$ cat src/rtl/uart_tx_arbiter.sv
// Round-robin arbiter sharing a single uart_tx among N_REQ byte requesters.
// Issues one write strobe per grant, then follows tx_busy to report completion.
//
// state        | meaning
// S_IDLE       | searching req_valid from rr_ptr; latch winner byte
// S_ISSUE      | one-cycle strobe to transmitter, req_ready to owner
// S_WAIT_BUSY  | waiting for tx_busy to rise, bounded by START_TIMEOUT
// S_WAIT_DONE  | byte shifting out; tx_busy falling ends the transfer
module uart_tx_arbiter #(
    parameter int N_REQ         = 4,
    parameter int START_TIMEOUT = 16
) (
    input  logic                 clk,
    input  logic                 reset,
    input  logic [N_REQ-1:0]     req_valid,
    input  logic [8*N_REQ-1:0]   req_data,
    output logic [N_REQ-1:0]     req_ready,
    output logic [N_REQ-1:0]     done,
    output logic [7:0]           tx_data,
    output logic                 tx_data_valid,
    output logic                 tx_cs_n,
    input  logic                 tx_busy,
    output logic [2:0]           grant_id,
    output logic                 active,
    output logic                 err_timeout
);

    localparam int PW = $clog2(N_REQ);
    localparam int CW = $clog2(START_TIMEOUT) + 1;

    typedef enum logic [1:0] {
        S_IDLE,
        S_ISSUE,
        S_WAIT_BUSY,
        S_WAIT_DONE
    } state_t;

    state_t        state, state_nxt;
    logic [PW-1:0] rr_ptr, rr_ptr_nxt;
    logic [PW-1:0] grant_q, grant_nxt;
    logic [PW-1:0] pick_idx;
    logic          pick_found;
    logic [7:0]    pick_byte;
    logic [7:0]    tx_data_q, tx_data_nxt;
    logic [CW-1:0] tmo_cnt, tmo_cnt_nxt;
    logic          err_q, err_nxt;

    // Increment modulo N_REQ; explicit compare keeps non-power-of-two sizes correct.
    function automatic logic [PW-1:0] wrap_inc(input logic [PW-1:0] v);
        if (v == PW'(N_REQ - 1)) begin
            return '0;
        end
        return v + 1'b1;
    endfunction

    always_comb begin
        int            cand;
        logic [PW-1:0] cidx;
        pick_found = 1'b0;
        pick_idx   = '0;
        for (int k = 0; k < N_REQ; k++) begin
            cand = int'(rr_ptr) + k;
            if (cand >= N_REQ) begin
                cand = cand - N_REQ;
            end
            cidx = PW'(cand);
            if (!pick_found && req_valid[cidx]) begin
                pick_found = 1'b1;
                pick_idx   = cidx;
            end
        end
    end

    always_comb begin
        pick_byte = '0;
        for (int i = 0; i < N_REQ; i++) begin
            if (pick_idx == PW'(i)) begin
                pick_byte = req_data[8*i +: 8];
            end
        end
    end

    always_comb begin
        state_nxt     = state;
        rr_ptr_nxt    = rr_ptr;
        grant_nxt     = grant_q;
        tx_data_nxt   = tx_data_q;
        tmo_cnt_nxt   = tmo_cnt;
        err_nxt       = err_q;
        req_ready     = '0;
        done          = '0;
        tx_data_valid = 1'b0;
        tx_cs_n       = 1'b1;
        active        = 1'b0;

        case (state)
            S_IDLE: begin
                if (pick_found) begin
                    grant_nxt   = pick_idx;
                    tx_data_nxt = pick_byte;
                    state_nxt   = S_ISSUE;
                end
            end
            S_ISSUE: begin
                active             = 1'b1;
                tx_data_valid      = 1'b1;
                tx_cs_n            = 1'b0;
                req_ready[grant_q] = 1'b1;
                tmo_cnt_nxt        = '0;
                state_nxt          = S_WAIT_BUSY;
            end
            S_WAIT_BUSY: begin
                active = 1'b1;
                if (tx_busy) begin
                    state_nxt = S_WAIT_DONE;
                end else if (tmo_cnt == CW'(START_TIMEOUT - 1)) begin
                    err_nxt    = 1'b1;
                    rr_ptr_nxt = wrap_inc(grant_q);
                    state_nxt  = S_IDLE;
                end else begin
                    tmo_cnt_nxt = tmo_cnt + 1'b1;
                end
            end
            S_WAIT_DONE: begin
                active = 1'b1;
                if (!tx_busy) begin
                    done[grant_q] = 1'b1;
                    rr_ptr_nxt    = wrap_inc(grant_q);
                    state_nxt     = S_IDLE;
                end
            end
            default: state_nxt = S_IDLE;
        endcase

        // Reset wins even over a tx_busy fall seen in the same cycle.
        if (reset) begin
            req_ready     = '0;
            done          = '0;
            tx_data_valid = 1'b0;
            tx_cs_n       = 1'b1;
            active        = 1'b0;
        end
    end

    always_ff @(posedge clk) begin
        if (reset) begin
            state     <= S_IDLE;
            rr_ptr    <= '0;
            grant_q   <= '0;
            tx_data_q <= '0;
            tmo_cnt   <= '0;
            err_q     <= 1'b0;
        end else begin
            state     <= state_nxt;
            rr_ptr    <= rr_ptr_nxt;
            grant_q   <= grant_nxt;
            tx_data_q <= tx_data_nxt;
            tmo_cnt   <= tmo_cnt_nxt;
            err_q     <= err_nxt;
        end
    end

    always_comb begin
        grant_id           = '0;
        grant_id[PW-1:0]   = grant_q;
    end

    assign tx_data     = tx_data_q;
    assign err_timeout = err_q;

endmodule
$ cat config.mk
export PLATFORM = sky130hd
export DESIGN_NAME = uart_tx_arbiter
export DESIGN_NICKNAME = d
export VERILOG_FILES = /design/src/rtl/uart_tx_arbiter.sv
export SDC_FILE = /design/constraint.sdc
export NUM_CORES = 1
export LEC_CHECK = 0
export BUFFER_PORTS_ARGS = -buffer_cell sky130_fd_sc_hd__buf_2
export CORE_MARGIN = 3
export CORE_UTILIZATION = 40
export CTS_BUF_LIST = sky130_fd_sc_hd__clkbuf_8
export CTS_CLUSTER_SIZE = 8
export DETAILED_ROUTE_END_ITERATION = 6
export GPL_ROUTABILITY_DRIVEN = 0
export PLACE_DENSITY_LB_ADDON = 0.12
export SLEW_MARGIN = 15
export SYNTH_ARGS = -nofsm -noshare
export SYNTH_HDL_FRONTEND = slang
export SYNTH_SLANG_ARGS = --single-unit
export TNS_END_PERCENT = 20
$ cat constraint.sdc
create_clock -name clk -period 1.9 [get_ports clk]
set_input_delay 0.38 -clock clk [delete_from_list [all_inputs] [get_ports clk]]
set_output_delay 0.38 -clock clk [all_outputs]
set_load 0.02 [all_outputs]
; After elaboration in Yosys (flattened, before gate mapping)
; Index checks and enable logic that the tools add are counted.
[word_totals]
reg_bits = 20
in_bits = 39
output_inout_bits = 23
word_cells = 115
[op_classes]
add_sub_neg = 9
magnitude_cmp = 10
n_eq_ne = 14
n_mux = 58
bitwise = 1
reduce_logical = 17
[op_table]
columns = operator, n
row1 = $mux W2, 18
row2 = $mux W8, 4
row3 = $mux W1, 21
row4 = $mux W4, 5
row5 = $lt A2 B3 Y1 const B, 5
row6 = $eq A2 B2 Y1 const B, 5
row7 = $mux W5, 2
row8 = $ne A2 B2 Y1 const B, 5
row9 = $pmux W5 S2, 1
row10 = $ge A3 B3 Y1 const B, 3
row11 = $reduce_and A3 Y1, 3
row12 = $bmux W1 S2, 4
row13 = $pmux W2 S4, 1
row14 = $sub A2 B1 Y2 const B, 4
row15 = $add A2 B2 Y3 const B, 2
row16 = $add A5 B1 Y5 const B, 1
row17 = $eq A5 B4 Y1 const B, 1
row18 = $eq A2 B1 Y1 const B, 2
row19 = $logic_and A1 B1 Y1, 4
row20 = $logic_not A2 Y1, 2
row21 = $pmux W2 S2, 1
row22 = $reduce_and A4 Y1, 1
row23 = $reduce_bool A2 Y1, 2
row24 = $add A2 B1 Y3 const B, 1
row25 = other kinds (9), 11

; Longest topological paths before layout
[logic_depth]
word_depth = 19
mapped_depth = 8
ltp_nobuf = 8

; Worst setup path before layout
; Ideal clock, no wire load.
[synth_timing]
path_kind = reg-to-output
start = register state[0]
end = output req_ready[0]
arrival_time_ns = 1.297
slack_ns = 0.223
stages_incl_launch_ff = 4
path_buffers = 0
path_cell_list = dfxtp_1 nand2b_1 nor2_1 and2_1
[synth_between]
elab_chain_cells = 3
[synth_rtl]
columns = element, line
row1 = start: declaration, 38  ; state_t state, state_nxt;
row2 = start signal: assignment, 154  ; state <= state_nxt;
row3 = $eq A2 B1 Y1, 96  ; case (state)
row4 = $mux W4, 96
row5 = $mux W4, 136  ; if (reset) begin
row6 = end: declaration, 17  ; output logic [N_REQ-1:0] req_ready,
; Every way passes these cells.

; Worst setup path after layout
[layout_timing]
start = register state[1]
end = output done[3]
[layout_between]
elab_chain_cells = 3
[layout_rtl]
columns = element, line
row1 = $eq A2 B2 Y1, 96
row2 = $mux W4, 96
row3 = $mux W4, 136
row4 = end: declaration, 18  ; output logic [N_REQ-1:0] done,
; Every way passes these cells.

==> reports/metrics.yaml <==
status: "finished, final reports clean"
synth_fp_nets: 180
period_needed_ns: 1.729
cellLeakagePower_nw: 0.7493
cts_tree: "yes"
start_util_pct: 42.82
power_density_nw_per_um2: 689.4
cp-end-kind: "output port"
clock_skew_ns: 0.001414
fp.dieW_um: 60.80
dp_cells: 224
cts_sinks: 20
die_area_um2: 3697
syn_area_per_cell_um2: 8.897
grt_pass1_wl_um: 4547
cts_buffers: 3
finalWorstSetupSlack_ns: 0.1713
power_w: 0.001101
netlist_area_um2: 1201
rsz0062_at_grt: "yes"
cpPeakStageDelay_ns: 0.40
critPathTopFamily: "simple AND/OR/NAND/NOR gates"
crit_path_max_fanout: 6
clock_path_buffers: 2
start_kind: "flop"
first_iter_violations: 28
critPathSlowestCell: "dfxtp_2"
synth_top_area_share_pct: 33.33
seq_area_um2: 402.9
maxSlewViolCount: 0
final_core_util_pct: 56.96
hpwl_um: 2277
hold_viol: 0
io_pins: 62
yosysTopAreaCell: "dfxtp_1"
antenna_found_initial: 0
critPathKind: "flop to output port"
fin_tns_setup_ns: 0
synthCells: 135
synth_area_leaders: "dfxtp_1 33%, mux2i_1 18%, ha_1 6.3%"
htreeDepth: 1
cts-root-buf: "clkbuf_8"
drc_errors: 0
wl_um: 2788
hold_class: "primary input to flop"
diodes: 0
die_h_um: 60.80
multi_input_area_um2: 735.7
gr-total-overflow: 0
place_ws_ns: 0.09963
setup_violations: 0
clk_latency_ns: 0.25
syn_to_final_growth_pct: 33.02
coreArea_um2: 2805
portBuffers: 60
fin_crit_sh_pct: 90.98
ir_drop_v: 0.0003907
route.antenna.remaining_nets: 0
cp.arrival_ns: 1.35
grt.total_usage_pct: 15.91
fill_cells: 260
first_pass_iters: 4
ys_seq_elements: 20
seq_area_frac_synth_pct: 33.33
clkTransAtPathRegs_ns: 0.07
drive_above_1_share_pct: 37.56
hold_path_depth: 3
ys_warn_count: 0
finalNetCount: 243
path_depth: 4
wl_per_cell_um: 12.23
post_drt_via_cell_ratio: 5.092
rows: 19
via_count: 1161
grt_pass1_vias: 1087
max_freq_mhz: 578.5
worstPathCellList: "nand2b_1, nor3b_2, and2_1, buf_2"
synth_cell_types: 30
rr_worst_depth: 8
max_cap_violations: 0
required_ns: 1.52
cp_num_buf_inv: 1
grt_max_degree: 18
post_layout_nonfiller_instances: 228
## report_power, final
part	switching, W	total (W)	leakage (nW)	internal [W]
Combinational	0.000164	0.000295	0.556	0.000131
Clock	0.000136	0.000320	0.0288	0.000184
Sequential	0.0000308	0.000487	0.164	0.000456
## worst reg2reg max path: cells and delay by family (launching register included)
family                   cells  cell delay [ns]
adder cells (fa/ha/maj)      2             0.42
XOR/XNOR                     1             0.16
flip-flops                   1             0.34
AND/OR/NAND/NOR              4             0.60
buffers and inverters        1             0.15
## worst paths after layout
kind	start	to	slack [ns]
setup / recovery	state[1]	done[3]	0.17
hold / removal	tx_busy	state[0]	0.39
setup reg to reg	tmo_cnt[0]	tmo_cnt[3]	0.18
hold reg to reg	err_timeout	err_timeout	0.46
## per-stage QoR
step                instance area, um^2  hold slack [ns]
detailed placement                 1533           0.4427
finish                             1598           0.3901
global placement                   1533           0.4412
CTS                                1593           0.3911
global route                       1598           0.4261
floorplan                          1201           0.4641
## synthesized netlist by cell type
library cell  instances
a21oi_1               6
a311oi_1              1
a31oi_1               1
and2_1                8
and3_1                1
buf_2                 1
buf_4                 1
buf_6                 3
clkbuf_1              1
conb_1                1
dfxtp_1              20
ha_1                  6
inv_1                 6
mux2i_1              21
nand2_1              10
nand2b_1              5
nand3_1               2
nand3b_1              1
nand4_1               1
nor2_1               17
nor2b_1               1
nor3_1                4
nor3_4                1
nor3b_1               2
nor4_2                1
o21ai_1               1
o221ai_1              8
o2bb2a_1              1
or3b_1                1
xor2_1                2
## final cells by class
class                           instances  area share, %
Tap cell                               31          2.428
Sequential cell                        20          25.22
Clock buffer                            4          3.446
Timing Repair Buffer                   64          21.46
Multi-Input combinational cell        103          46.05
Inverter                                6          1.410
## flip-flops by register name (all words and copies together), names as in the netlist
register / count
state: 2
tmo_cnt: 5
rr_ptr: 2
err_timeout: 1
grant_q: 2
tx_data: 8
## kinds of logic (layout without fill, tap and decap cells)
family	after synthesis	after routing	synth area share [%]
compound gates	18	18	10.83
xor+xnor	2	2	1.459
fa+ha+maj	6	6	6.250
buf+inv	12	74	6.041
flops	20	20	33.33
mux	21	21	17.50
other cells	1	1	0.3122
simple gates	55	55	24.27
## placed cells by master (no fill, tap or decap), types with 5 or more instances in the layout
cell      count
buf_2        60
mux2i_1      21
dfxtp_1      18
nor2_1       16
nand2_1      10
and2_1        8
o221ai_1      8
inv_1         6
a21oi_1       6
ha_1          6
nand2b_1      5
## timing repair
item                                   in CTS  in global routing
gates cloned                                0                  0
resized for setup                           1                  3
pin swaps                                   0                  1
endpoints found under the hold margin       0                  0
hold buffers                                0                  0
setup buffers                               0                  0
setup endpoints to repair                   4                 13
## layer usage
metal | vias to the layer above | track usage, % | part of all wire, %
met5 | - | 0 | 0
met4 | 0 | 4.644 | 0.93
met3 | 4 | 3.191 | 3.9
met2 | 27 | 27.94 | 53
met1 | 529 | 19.57 | 42
li1 | 601 | - | -
(Power assumes the default switching activity.)
